===== src/rtl/token_rally_pkg.sv =====
// token_rally_pkg: shared state encoding and mode/direction constants for token_rally.
package token_rally_pkg;
    typedef enum logic [1:0] {IDLE, HOLD, FINISH} state_e;
    localparam logic MODE_RING   = 1'b0;
    localparam logic MODE_BOUNCE = 1'b1;
    localparam logic UP          = 1'b0;
    localparam logic DOWN        = 1'b1;
endpackage


===== src/rtl/rally_timer.sv =====
// rally_timer: loadable down-counter with enable and zero flag.
module rally_timer #(
    parameter int W = 8
) (
    input  logic         clk,
    input  logic         rst_n,
    input  logic         load_i,
    input  logic         en_i,
    input  logic [W-1:0] load_val_i,
    output logic         zero_o
);
    logic [W-1:0] cnt_q, cnt_d;
    assign zero_o = cnt_q == '0;
    assign cnt_d  = load_i ? load_val_i : (en_i && !zero_o) ? cnt_q - 1'b1 : cnt_q;
    always_ff @(posedge clk or negedge rst_n)
        if (!rst_n) cnt_q <= '0;
        else        cnt_q <= cnt_d;
endmodule


===== src/rtl/token_rally.sv =====
// token_rally: N-participant token-passing engine with ring or bounce visiting order.
module token_rally
    import token_rally_pkg::*;
#(
    parameter int N_CHAN  = 2,
    parameter int DELAY_W = 8,
    parameter int CNT_W   = 8
) (
    input  logic               clk,
    input  logic               rst_n,
    input  logic               start,
    input  logic               mode,
    input  logic [DELAY_W-1:0] hold_cycles,
    input  logic [CNT_W-1:0]   max_hits,
    input  logic               abort,
    output logic               busy,
    output logic [N_CHAN-1:0]  token,
    output logic [N_CHAN-1:0]  hit,
    output logic [CNT_W-1:0]   hit_cnt,
    output logic               done
);
    localparam int IW = $clog2(N_CHAN);
    localparam logic [IW-1:0] LAST = IW'(N_CHAN - 1);
    state_e             state_q, state_d;
    logic [IW-1:0]      idx_q, idx_d, idx_nx;
    logic               dir_q, dir_d, dir_nx;
    logic               mode_q, mode_d;
    logic [DELAY_W-1:0] reload_q, reload_d;
    logic [CNT_W-1:0]   max_q, max_d, cnt_q, cnt_d, cnt_inc;
    logic [N_CHAN-1:0]  oh;
    logic               t_load, t_zero, fire, at_top, at_bot;
    rally_timer #(.W(DELAY_W)) u_timer (
        .clk        (clk),
        .rst_n      (rst_n),
        .load_i     (t_load),
        .en_i       (state_q == HOLD),
        .load_val_i (reload_d),
        .zero_o     (t_zero)
    );
    assign at_top  = idx_q == LAST;
    assign at_bot  = idx_q == '0;
    // Bounce reverses at either end so an end participant never holds twice in a row.
    assign dir_nx  = (mode_q == MODE_RING) ? dir_q : at_top ? DOWN : at_bot ? UP : dir_q;
    assign idx_nx  = (mode_q == MODE_RING && at_top) ? '0 : (dir_nx == UP) ? idx_q + 1'b1 : idx_q - 1'b1;
    assign oh      = N_CHAN'(1) << idx_q;
    assign fire    = state_q == HOLD && t_zero && !abort;
    assign cnt_inc = cnt_q + 1'b1;
    assign busy    = state_q != IDLE;
    assign token   = (state_q == HOLD) ? oh : '0;
    assign hit     = fire ? oh : '0;
    assign done    = state_q == FINISH && !abort;
    assign hit_cnt = cnt_q;
    always_comb begin
        state_d  = state_q;
        idx_d    = idx_q;
        dir_d    = dir_q;
        mode_d   = mode_q;
        reload_d = reload_q;
        max_d    = max_q;
        cnt_d    = cnt_q;
        t_load   = 1'b0;
        case (state_q)
            IDLE: if (start && !abort) begin
                state_d  = (max_hits == '0) ? FINISH : HOLD;
                idx_d    = '0;
                dir_d    = UP;
                mode_d   = mode;
                reload_d = (hold_cycles == '0) ? '0 : hold_cycles - 1'b1;
                max_d    = max_hits;
                cnt_d    = '0;
                t_load   = 1'b1;
            end
            HOLD: if (abort) state_d = IDLE;
                else if (t_zero) begin
                    cnt_d   = cnt_inc;
                    state_d = (cnt_inc == max_q) ? FINISH : HOLD;
                    idx_d   = idx_nx;
                    dir_d   = dir_nx;
                    t_load  = 1'b1;
                end
            default: state_d = IDLE;
        endcase
    end
    always_ff @(posedge clk or negedge rst_n)
        if (!rst_n) begin
            state_q  <= IDLE;
            idx_q    <= '0;
            dir_q    <= UP;
            mode_q   <= MODE_RING;
            reload_q <= '0;
            max_q    <= '0;
            cnt_q    <= '0;
        end else begin
            state_q  <= state_d;
            idx_q    <= idx_d;
            dir_q    <= dir_d;
            mode_q   <= mode_d;
            reload_q <= reload_d;
            max_q    <= max_d;
            cnt_q    <= cnt_d;
        end
endmodule


===== config.mk =====
export PLATFORM = sky130hd
export DESIGN_NAME = token_rally
export DESIGN_NICKNAME = d
export VERILOG_FILES = /design/src/rtl/token_rally_pkg.sv /design/src/rtl/rally_timer.sv /design/src/rtl/token_rally.sv
export SDC_FILE = /design/constraint.sdc
export NUM_CORES = 1
export LEC_CHECK = 0
export CAP_MARGIN = 20
export CORE_MARGIN = 3
export CORE_UTILIZATION = 49
export CTS_BUF_LIST = sky130_fd_sc_hd__clkbuf_8
export CTS_CLUSTER_SIZE = 25
export DETAILED_ROUTE_END_ITERATION = 16
export GPL_ROUTABILITY_DRIVEN = 0
export PLACE_DENSITY_LB_ADDON = 0.12
export SLEW_MARGIN = 20
export SYNTH_ARGS = -nofsm -noshare
export SYNTH_HDL_FRONTEND = slang
export SYNTH_HIERARCHICAL = 1
export SYNTH_SLANG_ARGS = --single-unit

===== constraint.sdc =====
create_clock -name clk -period 2.7 [get_ports clk]
set_clock_uncertainty 0.05 [all_clocks]
set_input_delay 0.54 -clock clk [delete_from_list [all_inputs] [get_ports clk]]
set_output_delay 0.54 -clock clk [all_outputs]
set_load 0.02 [all_outputs]

==> results of run 1 <==
-- worst max-delay path by stage --
stage / startpoint / end / slack [ps] / cells past startpoint
2_1_floorplan: u_timer/cnt_q[0] / u_timer/cnt_q[0] / 30 / 12
3_3_place_gp: u_timer/cnt_q[0] / hit[0] / -20 / 7
3_5_place_dp: abort / u_timer/cnt_q[7] / -30 / 6
4_1_cts: u_timer/cnt_q[1] / u_timer/cnt_q[5] / 40 / 11
5_1_grt: u_timer/cnt_q[0] / u_timer/cnt_q[7] / 60 / 11
6_report: u_timer/cnt_q[3] / hit[0] / 190 / 5
-- worst register-to-register path, stage by stage (launching register included) --
cell                         delay, ps
sky130_fd_sc_hd__dfrtp_1           390
sky130_fd_sc_hd__or4_1             590
sky130_fd_sc_hd__nor2_4            160
sky130_fd_sc_hd__nand4bb_1         170
sky130_fd_sc_hd__buf_6             200
sky130_fd_sc_hd__and2_4            170
sky130_fd_sc_hd__clkinvlp_4        110
sky130_fd_sc_hd__buf_4             150
sky130_fd_sc_hd__nor3_1             50
sky130_fd_sc_hd__a221o_1           330
-- cells by family (layout without fill, tap and decap cells) --
group	Yosys count	after routing	share of synthesized area
mux	8	8	0.0447
compound gates	50	50	0.165
flops	35	35	0.434
xor+xnor	19	19	0.0825
buf+inv	15	72	0.0335
fa+ha+maj	5	5	0.0310
simple gates	78	78	0.209
-- per-layer routing --
metal,vias up,part of all wire
met3,10,0.036
met1,848,0.45
met2,36,0.49
met5,-,0
li1,877,-
met4,0,0.023
-- state kept, by name, summed over array words and instances (netlist names) --
signal,count
reload_q,8
u_timer/cnt_q,8
state_q,2
hit_cnt,8
at_top,1
max_q,8
-- cell usage after synthesis, types with 2 or more instances --
cell,instances
sky130_fd_sc_hd__dfrtp_1,35
sky130_fd_sc_hd__o21ai_0,20
sky130_fd_sc_hd__nand2_1,16
sky130_fd_sc_hd__nor2_1,14
sky130_fd_sc_hd__xnor2_1,14
sky130_fd_sc_hd__nand3_1,10
sky130_fd_sc_hd__mux2_2,8
sky130_fd_sc_hd__inv_1,7
sky130_fd_sc_hd__nor4_1,6
sky130_fd_sc_hd__a21oi_1,5
sky130_fd_sc_hd__ha_1,5
sky130_fd_sc_hd__nor2b_1,5
sky130_fd_sc_hd__xor2_1,5
sky130_fd_sc_hd__nor3_1,4
sky130_fd_sc_hd__nor3b_1,4
sky130_fd_sc_hd__o31ai_1,4
sky130_fd_sc_hd__a31oi_1,3
sky130_fd_sc_hd__buf_2,3
sky130_fd_sc_hd__clkbuf_1,3
sky130_fd_sc_hd__nand2b_1,3
sky130_fd_sc_hd__or4_1,3
sky130_fd_sc_hd__a211o_1,2
sky130_fd_sc_hd__a221o_1,2
sky130_fd_sc_hd__and3_1,2
sky130_fd_sc_hd__nand4_1,2
sky130_fd_sc_hd__o211ai_1,2
-- where the power goes --
group | switching, mW | internal [mW]
registers | 0.0990 | 0.684
clock network | 0.181 | 0.173
logic | 0.414 | 0.434
-- layout make-up --
class / instances / area, um2 / area share
Clock buffer: 5 / 68.8 / 0.0261
Inverter: 8 / 35.0 / 0.0133
Multi-Input combinational cell: 160 / 1090 / 0.412
Timing Repair Buffer: 56 / 500 / 0.190
Sequential cell: 35 / 876 / 0.332
Tap cell: 48 / 60.1 / 0.0228
Clock inverter: 3 / 12.5 / 0.00474
-- timing repair --
action | in CTS | in global routing
gates resized for setup | 5 | 5
endpoints found under the setup margin | 2 | 9
hold endpoints to repair | 0 | 0
==> out/qor.txt, run 1 <==
Run status: finished, final reports clean
Row count: 22
Final critical path time including I/O delays and setup: 2510 ps
Pin count of the biggest net entering global routing: 36
Overall die width: 70.2 um
Die outline area: 4920 um2
Area of the core region: 3800 um2
Most crowded layer after global routing: met2
Post-detailed-route wirelength per cell: 14.5 um
Layout area overhead: 30.8%
Cell depth of the worst flop-to-flop path: 9
Maximum level of the CTS H-tree: 2
CP delay by family, top: simple AND/OR/NAND/NOR gates
Leading cell types in the layout, fill and taps excluded: sky130_fd_sc_hd__dfrtp_1 (35), sky130_fd_sc_hd__clkdlybuf4s50_1 (31), sky130_fd_sc_hd__buf_4 (22)
Hold EP: reload_q[6]
Finished Cell Area: 2640 um2
Clock-pin slew reported for the worst setup and hold paths after clock tree synthesis: 70 ps
Required time at the worst-slack endpoint: 2110 ps
Placed instance area: 2550 um2
Total standard cell area after synthesis: 2020 um2
Routed WL: 4580 um
Skew-Pair Late Insertion Delay: 280 ps
Number of optimization iterations in the first detailed-route pass: 4
Crit-path max cell delay: 590 ps
Final Hold Fails: 0
Gr ovfl total: 0
Die Y-Extent: 70.2 um
Hold path cells: 2
Number of vias after detailed routing: 1,771
Cell-by-cell trace of the critical path: or4_1, nor2_4, nand4bb_1, nor2_2, buf_2
Antenna violations before repair: 0
First-pass GRT wire length: 8160 um
Quantity of hold-fixing buffers added after cts: 0
Via count of the first global-routing pass: 1,767
TritonCTS Sinks: 35
Post-layout instance count excluding filler cells: 315
GRT met1 Usage: 0.257
I/O Pins: 35
Count of unresolved DRC violations after routing: 0
Register-to-register setup slack: 210 ps
Setup-violating endpoint count in the final report: 0
Detailed Place HPWL: 3480 um
Synthesized Nets: 236
Antenna violation net count after detailed routing: 0
Power, Total: 1.99 mW
Count of filler cells inserted in the layout: 342
Post-synthesis average cell area: 9.60 um2
Worst Slack Setup Final: 189 ps
Slew of the pin with the lowest slew margin: 626 ps
Met2 usage in global routing: 0.345
Sum Neg Setup Slack: 0 ps
Hold WS: 455 ps
Library cells used by synthesis: 49
Clock tree from TritonCTS: done
Worst-path maximum fanout: 3
Category of the most critical setup path: register to primary output
Type of the most critical hold path: register to register
Number of placed instances with taps included: 307
Critical Path Start Type: register
Number of max-capacitance violations reported: 0
Root buffer cell: sky130_fd_sc_hd__clkbuf_8
Worst slew margin: 0.579
Worst hold path startpoint: reload_q[6]
Startpoint of the most critical register-to-register path: u_timer/cnt_q[3]
Leakage power figure: 1.12 nW
Most area-hungry cell type in the Yosys netlist: sky130_fd_sc_hd__dfrtp_1
Met3 Resource Use GR: 0.0446
Final antenna diode count: 0
Proportion of netlist area held by the largest area contributor: 0.434
Final clock period utilization by the worst path: 0.930
Placement Setup Slack: -33.1 ps
Worst-case vdd ir drop: 524 uV
Leading post-synthesis cells by cell area: sky130_fd_sc_hd__dfrtp_1 (43%), sky130_fd_sc_hd__xnor2_1 (6.1%), sky130_fd_sc_hd__o21ai_0 (5.0%), sky130_fd_sc_hd__mux2_2 (4.5%), sky130_fd_sc_hd__ha_1 (3.1%)
Number of pins with negative max-slew slack in the final report: 0
Inserted Clock Buffers: 5
Sequential fraction of the synthesis area: 0.434
GRT Util Overall: 0.204
End of the worst register-to-register path: u_timer/cnt_q[5]
CP Capture Type: primary output
Count of flip-flops with a built-in enable after synthesis: 0
Total number of nets in the final design: 292
Ys async rst share: 1.00
Cell count after synthesis: 210
Port Buffer Count: 33
Initial cell density of the core: 0.531
Buf+Inv Stages, Crit Path: 1
Register bit total from synthesis: 35
Number of warnings reported in the yosys synthesis log: 6
Highest attainable clock frequency: 398 MHz
Setup repair after global routing missed its margin: false
Maximum number of buffers from clock root to sink: 2
Arr. time, crit path: 1920 ps
Share of layout cells above drive strength 1: 0.180
Postcts setup bufs: 0
Initial detailed-routing violation count: 143
Most common cell after layout, fill and taps aside: sky130_fd_sc_hd__dfrtp_1
Drt via density: 5.62
Total power density per cell area: 753 nW/um2
Slowest stage cell, crit path: sky130_fd_sc_hd__or4_1
Prevailing post-synth register cell: sky130_fd_sc_hd__dfrtp_1
Fin util: 0.695
No activity file was read; power rests on OpenSTA's default activity.
==> inputs of run 2 (changes only) <==
--- a/config.mk
+++ b/config.mk
@@ -7,8 +7,9 @@
 export LEC_CHECK = 0
 export CAP_MARGIN = 20
 export CORE_MARGIN = 3
-export CORE_UTILIZATION = 49
+export CORE_UTILIZATION = 50
 export CTS_BUF_LIST = sky130_fd_sc_hd__clkbuf_8
+export CTS_CLUSTER_DIAMETER = 200
 export CTS_CLUSTER_SIZE = 25
 export DETAILED_ROUTE_END_ITERATION = 16
 export GPL_ROUTABILITY_DRIVEN = 0
@@ -16,5 +17,4 @@
 export SLEW_MARGIN = 20
 export SYNTH_ARGS = -nofsm -noshare
 export SYNTH_HDL_FRONTEND = slang
-export SYNTH_HIERARCHICAL = 1
 export SYNTH_SLANG_ARGS = --single-unit
==> out/qor.txt, run 2 <==
Number of vias after detailed routing: 1,778 (+0.40%)
Required time at the worst-slack endpoint: 2110 ps (about the same)
Overall die width: 71.7 um (+2.2%)
Proportion of netlist area held by the largest area contributor: 0.406 (-0.0287)
Worst slew margin: 0.570 (-0.00884)
Total of cells resized after clock tree synthesis: 4 (-1)
Port Buffer Count: 33 (unchanged)
Antenna violations before repair: 0 (unchanged)
Arr. time, crit path: 1960 ps (+40 ps)
Placement Setup Slack: 69.2 ps (+102 ps)
Path length in cells of the critical path: 7 (+2)
Post-detailed-route wirelength per cell: 14.7 um (+0.98%)
Area of the core region: 4090 um2 (+7.6%)
Number of max-capacitance violations reported: 0 (unchanged)
Total power density per cell area: 660 nW/um2 (-12%)
Drt via density: 5.59 (-0.55%)
Hold path cells: 2 (unchanged)
Leading post-synthesis cells by cell area: sky130_fd_sc_hd__dfrtp_1 (41%), sky130_fd_sc_hd__mux2_2 (5.7%), sky130_fd_sc_hd__nand2_1 (4.9%), sky130_fd_sc_hd__xnor2_1 (3.7%), sky130_fd_sc_hd__ha_1 (2.9%)
Type of the most critical hold path: register to register
Fin util: 0.660 (-0.0351)
First-pass GRT wire length: 8050 um (-1.3%)
Finished Cell Area: 2700 um2 (+2.1%)
Register bit total from synthesis: 35 (unchanged)
Total number of nets in the final design: 293 (+0.34%)
Power, Total: 1.78 mW (-10%)
Sequential fraction of the synthesis area: 0.406 (-0.0287)
Worst hold path startpoint: reload_q[1]
Antenna violation net count after detailed routing: 0 (unchanged)
Die Y-Extent: 71.7 um (+2.2%)
Number of optimization iterations in the first detailed-route pass: 4 (unchanged)
Postcts setup bufs: 0 (unchanged)
Final Hold Fails: 0 (unchanged)
End of the worst register-to-register path: u_timer.cnt_q[5]
Routed WL: 4670 um (+1.9%)
Cell depth of the worst flop-to-flop path: 8 (-1)
Most area-hungry cell type in the Yosys netlist: sky130_fd_sc_hd__dfrtp_1
Register-to-register setup slack: 480 ps (+270 ps)
Startpoint of the most critical register-to-register path: u_timer.cnt_q[0]
Root buffer cell: sky130_fd_sc_hd__clkbuf_8
I/O Pins: 35 (unchanged)
Most common cell after layout, fill and taps aside: sky130_fd_sc_hd__dfrtp_1
Total standard cell area after synthesis: 2160 um2 (+7.1%)
Leakage power figure: 1.15 nW (+2.0%)
Slowest stage cell, crit path: sky130_fd_sc_hd__dfrtp_1
Setup-violating endpoint count in the final report: 0 (unchanged)
Hold WS: 424 ps (-31.1 ps)
Pin count of the biggest net entering global routing: 36 (unchanged)
Sum Neg Setup Slack: 0 ps (unchanged)
Worst-case vdd ir drop: 575 uV (+9.8%)
Critical Path Start Type: register
Final critical path time including I/O delays and setup: 2550 ps (+38.1 ps)
Clock tree from TritonCTS: done
Number of warnings reported in the yosys synthesis log: 0 (-6)
Row count: 23 (+4.5%)
CP delay by family, top: simple AND/OR/NAND/NOR gates
Count of unresolved DRC violations after routing: 0 (unchanged)
Share of layout cells above drive strength 1: 0.164 (-0.0156)
Library cells used by synthesis: 49 (unchanged)
Slew of the pin with the lowest slew margin: 645 ps (+18.9 ps)
Prevailing post-synth register cell: sky130_fd_sc_hd__dfrtp_1
Worst Slack Setup Final: 151 ps (-38.1 ps)
Inserted Clock Buffers: 5 (unchanged)
Skew-Pair Late Insertion Delay: 300 ps (+20 ps)
Maximum level of the CTS H-tree: 2 (unchanged)
Cell count after synthesis: 227 (+8.1%)
Detailed Place HPWL: 3450 um (-1.0%)
Category of the most critical setup path: register to primary output
Critical Path Source: u_timer.cnt_q[0]
Post-synthesis average cell area: 9.51 um2 (-0.95%)
Final antenna diode count: 0 (unchanged)
Number of placed instances with taps included: 310 (+0.98%)
Via count of the first global-routing pass: 1,792 (+1.4%)
Layout area overhead: 24.8%
Count of flip-flops with a built-in enable after synthesis: 0 (unchanged)
Post-layout instance count excluding filler cells: 318 (+0.95%)
GRT Util Overall: 0.201 (-0.00270)
TritonCTS Sinks: 35 (unchanged)
Die outline area: 5140 um2 (+4.5%)
Worst-path maximum fanout: 4 (+1)
Synthesized Nets: 253 (+7.2%)
Quantity of hold-fixing buffers added after cts: 0 (unchanged)
Critical path destination: hit[0]
Final clock period utilization by the worst path: 0.944 (+0.0141)
Placed instance area: 2570 um2 (+0.98%)
Cell-by-cell trace of the critical path: inv_1, ha_1, nor4b_2, and2_4, nand2_1, nor2_1, dlygate4sd2_1
Most used standard cells in the synthesized netlist: sky130_fd_sc_hd__dfrtp_1 (35), sky130_fd_sc_hd__nand2_1 (28), sky130_fd_sc_hd__nor2_1 (14)
Buf+Inv Stages, Crit Path: 2 (+1)
Initial detailed-routing violation count: 88 (-38%)
Setup repair after global routing missed its margin: false
Ys async rst share: 1.00 (unchanged)
Run status: finished, final reports clean
Leading cell types in the layout, fill and taps excluded: sky130_fd_sc_hd__dfrtp_1 (35), sky130_fd_sc_hd__clkdlybuf4s50_1 (31), sky130_fd_sc_hd__nand2_1 (28)
Highest attainable clock frequency: 392 MHz (-1.5%)
Gr ovfl total: 0 (unchanged)
Number of pins with negative max-slew slack in the final report: 0 (unchanged)
Crit-path max cell delay: 410 ps (-180 ps)
Initial cell density of the core: 0.528 (-0.00249)
Most used standard cell by instance count after synthesis: sky130_fd_sc_hd__dfrtp_1
Clock-pin slew reported for the worst setup and hold paths after clock tree synthesis: 70 ps (about the same)
Maximum number of buffers from clock root to sink: 2 (unchanged)
CP Capture Type: primary output
## run 2: cell types whose count changed after synthesis, moves of 4 or more
cell,delta
sky130_fd_sc_hd__and2_1,+4
sky130_fd_sc_hd__nand2_1,+12
sky130_fd_sc_hd__nand3_1,-4
sky130_fd_sc_hd__nor2b_1,-4
sky130_fd_sc_hd__o21ai_0,-8
sky130_fd_sc_hd__o21ai_1,+4
sky130_fd_sc_hd__xnor2_1,-5
## run 2: power breakdown
| group | internal [mW] | switching, mW |
|---|---|---|
| clock | 0.299 | 0.198 |
| sequential | 0.640 | 0.113 |
| combinational | 0.267 | 0.262 |
## run 2: layout make-up
cell class	count	area, um2
repair buffers	43	403
multi-input cells	173	1200
fillers	381	1390
clock inverters	2	35.0
flip-flops and latches	35	876
clock buffers	6	82.6
well taps	50	62.6
inverters	9	33.8
## run 2: worst min-delay path by stage
stage,end,slack [ps]
final,reload_q[1],420
after global routing,reload_q[1],450
after CTS,reload_q[1],430
after detailed placement,reload_q[1],410
after global placement,reload_q[1],410
after floorplan,at_top,190
## run 2: layer usage
layer,share of wire,vias to the layer above,track usage
li1,-,892,-
met1,0.42,852,0.221
met2,0.53,25,0.368
met3,0.032,9,0.0603
met4,0.023,0,0.0668
met5,0,-,0
## run 2: kinds of logic after synthesis
group / Yosys count / share of synthesized area
buf+inv: 19 / 0.0417
xor+xnor: 15 / 0.0608
compound gates: 53 / 0.183
fa+ha+maj: 5 / 0.0290
mux: 14 / 0.0718
simple gates: 86 / 0.208
flops: 35 / 0.406
## run 2: worst reg2reg max path: stages, from the launching register on
cell and delay, ps:
sky130_fd_sc_hd__dfrtp_1 400, sky130_fd_sc_hd__inv_1 90, sky130_fd_sc_hd__ha_1 220, sky130_fd_sc_hd__nor4b_2 170, sky130_fd_sc_hd__buf_4 150, sky130_fd_sc_hd__a211o_1 320
sky130_fd_sc_hd__or3_1 340, sky130_fd_sc_hd__xnor2_1 130, sky130_fd_sc_hd__mux2_2 260
==> inputs of run 3 (changes only) <==
--- a/config.mk
+++ b/config.mk
@@ -5,6 +5,7 @@
 export SDC_FILE = /design/constraint.sdc
 export NUM_CORES = 1
 export LEC_CHECK = 0
+export ABC_AREA = 1
 export CAP_MARGIN = 20
 export CORE_MARGIN = 3
 export CORE_UTILIZATION = 50
==> out/qor.txt, run 3 <==
Multiplexer share of the synthesized area: 0 (-0.0718)
Number of vias after detailed routing: 1,899 (+6.8%)
Comb pwr share: 0.485 (+0.187)
Detailed Place HPWL: 3550 um (+2.9%)
Count of filler cells inserted in the layout: 357 (-6.3%)
Maximum level of the CTS H-tree: 2 (unchanged)
Worst-case vdd ir drop: 558 uV (-3.0%)
Total standard cell area after synthesis: 2170 um2 (+0.52%)
Arr. time, crit path: 1920 ps (-40 ps)
Leakage power figure: 1.28 nW (+11%)
Final critical path time including I/O delays and setup: 2510 ps (-41.5 ps)
Combinational family with the most area after synthesis: simple AND/OR/NAND/NOR gates
Post-detailed-route wirelength per cell: 12.7 um (-13%)
Number of pins with negative max-slew slack in the final report: 0 (unchanged)
End of the worst register-to-register path: u_timer.cnt_q[6]
Area of the core region: 4090 um2 (unchanged)
Worst Slack Setup Final: 193 ps (+41.5 ps)
Proportion of netlist area held by the largest area contributor: 0.403 (-0.00210)
Setup-violating endpoint count in the final report: 0 (unchanged)
Finished Cell Area: 2650 um2 (-1.6%)
Total power density per cell area: 984 nW/um2 (+49%)
Root buffer cell: sky130_fd_sc_hd__clkbuf_8
Sequential fraction of design power: 0.367 (-0.056)
Initial cell density of the core: 0.531 (+0.00276)
Routed WL: 4760 um (+2.0%)
Leading cell types in the layout, fill and taps excluded: sky130_fd_sc_hd__nand2_1 (71), sky130_fd_sc_hd__dfrtp_1 (35), sky130_fd_sc_hd__inv_1 (33)
Antenna violations before repair: 0 (unchanged)
Number of max-capacitance violations reported: 0 (unchanged)
Die Y-Extent: 71.9 um (+0.24%)
Net Sw Frac: 0.433 (+0.110)
Clock tree from TritonCTS: done
Via count of the first global-routing pass: 1,870 (+4.4%)
Count of flip-flops with a built-in enable after synthesis: 0 (unchanged)
Register bit total from synthesis: 35 (unchanged)
Simple-gate portion of the synthesized area: 0.321 (+0.113)
Critical Path Start Type: input pin
Sequential fraction of the synthesis area: 0.403 (-0.00210)
Met3 Resource Use GR: 0.0526 (-0.00768)
Fraction of power consumed by the clock network: 0.148 (-0.131)
Inserted Clock Buffers: 5 (unchanged)
Total number of nets in the final design: 351 (+20%)
Worst-path maximum fanout: 4 (unchanged)
Cell count after synthesis: 287 (+26%)
Final Hold Fails: 0 (unchanged)
Overall die width: 71.9 um (+0.24%)
Sw power: 1.13 mW (+97%)
Most common cell after layout, fill and taps aside: sky130_fd_sc_hd__nand2_1
Setup repair after global routing missed its margin: false
Adder-cell area share of the yosys netlist: 0.0288 (-0.000150)
GRT met1 Usage: 0.226 (+0.00525)
Number of warnings reported in the yosys synthesis log: 0 (unchanged)
Number of optimization iterations in the first detailed-route pass: 4 (unchanged)
Run status: finished, final reports clean
Pin count of the biggest net entering global routing: 36 (unchanged)
Parity-gate share of the synthesized area counting xor and xnor cells: 0.0403 (-0.0205)
Final antenna diode count: 0 (unchanged)
Clock-pin slew reported for the worst setup and hold paths after clock tree synthesis: 70 ps (about the same)
Placement Setup Slack: 63.2 ps (-5.97 ps)
Placed instance area: 2560 um2 (-0.44%)
Most area-hungry cell type in the Yosys netlist: sky130_fd_sc_hd__dfrtp_1
Sum Neg Setup Slack: 0 ps (unchanged)
Total area of multi-input combinational cells: 1120 um2 (-6.9%)
Startpoint of the most critical register-to-register path: u_timer.cnt_q[0]
Post-synthesis average cell area: 7.56 um2 (-20%)
Share of layout cells above drive strength 1: 0.126 (-0.0380)
Maximum number of buffers from clock root to sink: 2 (unchanged)
I/O Pins: 35 (unchanged)
Library cells used by synthesis: 32 (-35%)
Antenna violation net count after detailed routing: 0 (unchanged)
Row count: 23 (unchanged)
Critical path destination: done
Ys async rst share: 1.00 (unchanged)
TritonCTS Sinks: 35 (unchanged)
Share of the synthesized area in compound gates (AO/OA/AOI/OAI): 0.126 (-0.0574)
Design internal power: 1.48 mW (+23%)
Most crowded layer after global routing: met2
Slew of the pin with the lowest slew margin: 579 ps (-66.0 ps)
Category of the most critical setup path: input pin to primary output
Drt via density: 5.06 (-9.4%)
Cell depth of the worst flop-to-flop path: 11 (+3)
Leading post-synthesis cells by cell area: sky130_fd_sc_hd__dfrtp_1 (40%), sky130_fd_sc_hd__nand2_1 (12%), sky130_fd_sc_hd__nand3_1 (5.8%), sky130_fd_sc_hd__inv_1 (5.7%), sky130_fd_sc_hd__o21ai_0 (4.4%)
Layout area overhead: 22.2%
Skew-Pair Late Insertion Delay: 290 ps (about the same)
Most used standard cells in the synthesized netlist: sky130_fd_sc_hd__nand2_1 (71), sky130_fd_sc_hd__dfrtp_1 (35), sky130_fd_sc_hd__inv_1 (33)
Worst slew margin: 0.610 (+0.0405)
Most used standard cell by instance count after synthesis: sky130_fd_sc_hd__nand2_1
Synthesized Nets: 313 (+24%)
Final clock period utilization by the worst path: 0.929 (-0.0154)
Met2 usage in global routing: 0.364 (-0.00408)
Initial detailed-routing violation count: 90 (+2.3%)
Count of unresolved DRC violations after routing: 0 (unchanged)
First-pass GRT wire length: 8080 um (+0.34%)
Port Buffer Count: 33 (unchanged)
Fin util: 0.649 (-0.0104)
Type of the most critical hold path: register to register
Die outline area: 5170 um2 (+0.47%)
Register-to-register setup slack: 820 ps (+340 ps)
Gr ovfl total: 0 (unchanged)
Critical Path Source: abort
Required time at the worst-slack endpoint: 2110 ps (about the same)
Power, Total: 2.61 mW (+47%)
GRT Util Overall: 0.199 (-0.00200)
Prevailing post-synth register cell: sky130_fd_sc_hd__dfrtp_1
CP Capture Type: primary output
Seq. cell area: 876 um2 (unchanged)
Highest attainable clock frequency: 399 MHz (+1.7%)
[run 3: changes by cell type after synthesis, moves of 8 or more]
cell / previous run / this run
sky130_fd_sc_hd__nand2_1: 28 / 71
sky130_fd_sc_hd__nand3_1: 6 / 25
sky130_fd_sc_hd__inv_1: 9 / 33
sky130_fd_sc_hd__mux2_2: 11 / 0
sky130_fd_sc_hd__nor2_1: 14 / 22
sky130_fd_sc_hd__o22ai_1: 1 / 9
[run 3: what timing repair did]
action,CTS,global route
setup endpoints to repair,0,2
buffers inserted,0,0
hold buffers,0,0
resized for setup,0,2
[run 3: worst min-delay path by stage]
stage / startpoint / endpoint / slack (ps) / cells after the start
floorplan: rst_n / at_top / 190 / 0
global placement: reload_q[7] / reload_q[7] / 420 / 2
detailed placement: reload_q[7] / reload_q[7] / 430 / 2
CTS: reload_q[7] / reload_q[7] / 440 / 2
global route: reload_q[0] / reload_q[0] / 480 / 2
finish: reload_q[7] / reload_q[7] / 440 / 2
[run 3: area by class of cell]
| class | count | share of cell area |
|---|---|---|
| multi-input cells | 207 | 0.422 |
| flip-flops and latches | 35 | 0.330 |
| repair buffers | 35 | 0.132 |
| inverters | 41 | 0.0590 |
| clock buffers | 6 | 0.0311 |
| well taps | 50 | 0.0236 |
| clock inverters | 1 | 0.00189 |
[run 3: layer usage]
| layer | wire [um] | part of all wire | vias to the layer above |
|---|---|---|---|
| li1 | - | - | 1006 |
| met1 | 2060 | 0.43 | 852 |
| met2 | 2450 | 0.51 | 34 |
| met3 | 181 | 0.038 | 7 |
| met4 | 70 | 0.015 | 0 |
| met5 | 0 | 0 | - |
[run 3: power groups by stage]
| stage | Clock [mW] | Sequential [mW] | Combinational [mW] |
|---|---|---|---|
| after global placement | 0 | 0.958 | 1.25 |
| after floorplan | 0 | 0.968 | 0.882 |
| after detailed placement | 0 | 0.962 | 1.27 |
| final | 0.387 | 0.957 | 1.26 |
| after global routing | 0.415 | 0.994 | 1.43 |
| after CTS | 0.393 | 0.956 | 1.27 |
[run 3: kinds of logic after synthesis]
kind of cell	Yosys count
buffers and inverters	45
xor gates and xnor gates	10
AOI/OAI and AO/OA	45
and+or+nand+nor	147
adders and majority gates	5
DFF	35
[run 3: stage by stage]
stage | cells | hold WS [ps]
finish | 375 | 442
global route | 375 | 484
CTS | 375 | 444
detailed placement | 368 | 425
global placement | 368 | 418
floorplan | 287 | 194
[run 3: worst max-delay path, stage by stage]
cell,delay (ps)
sky130_fd_sc_hd__clkdlybuf4s50_1,520
sky130_fd_sc_hd__nor3_1,230
sky130_fd_sc_hd__clkdlybuf4s50_1,630
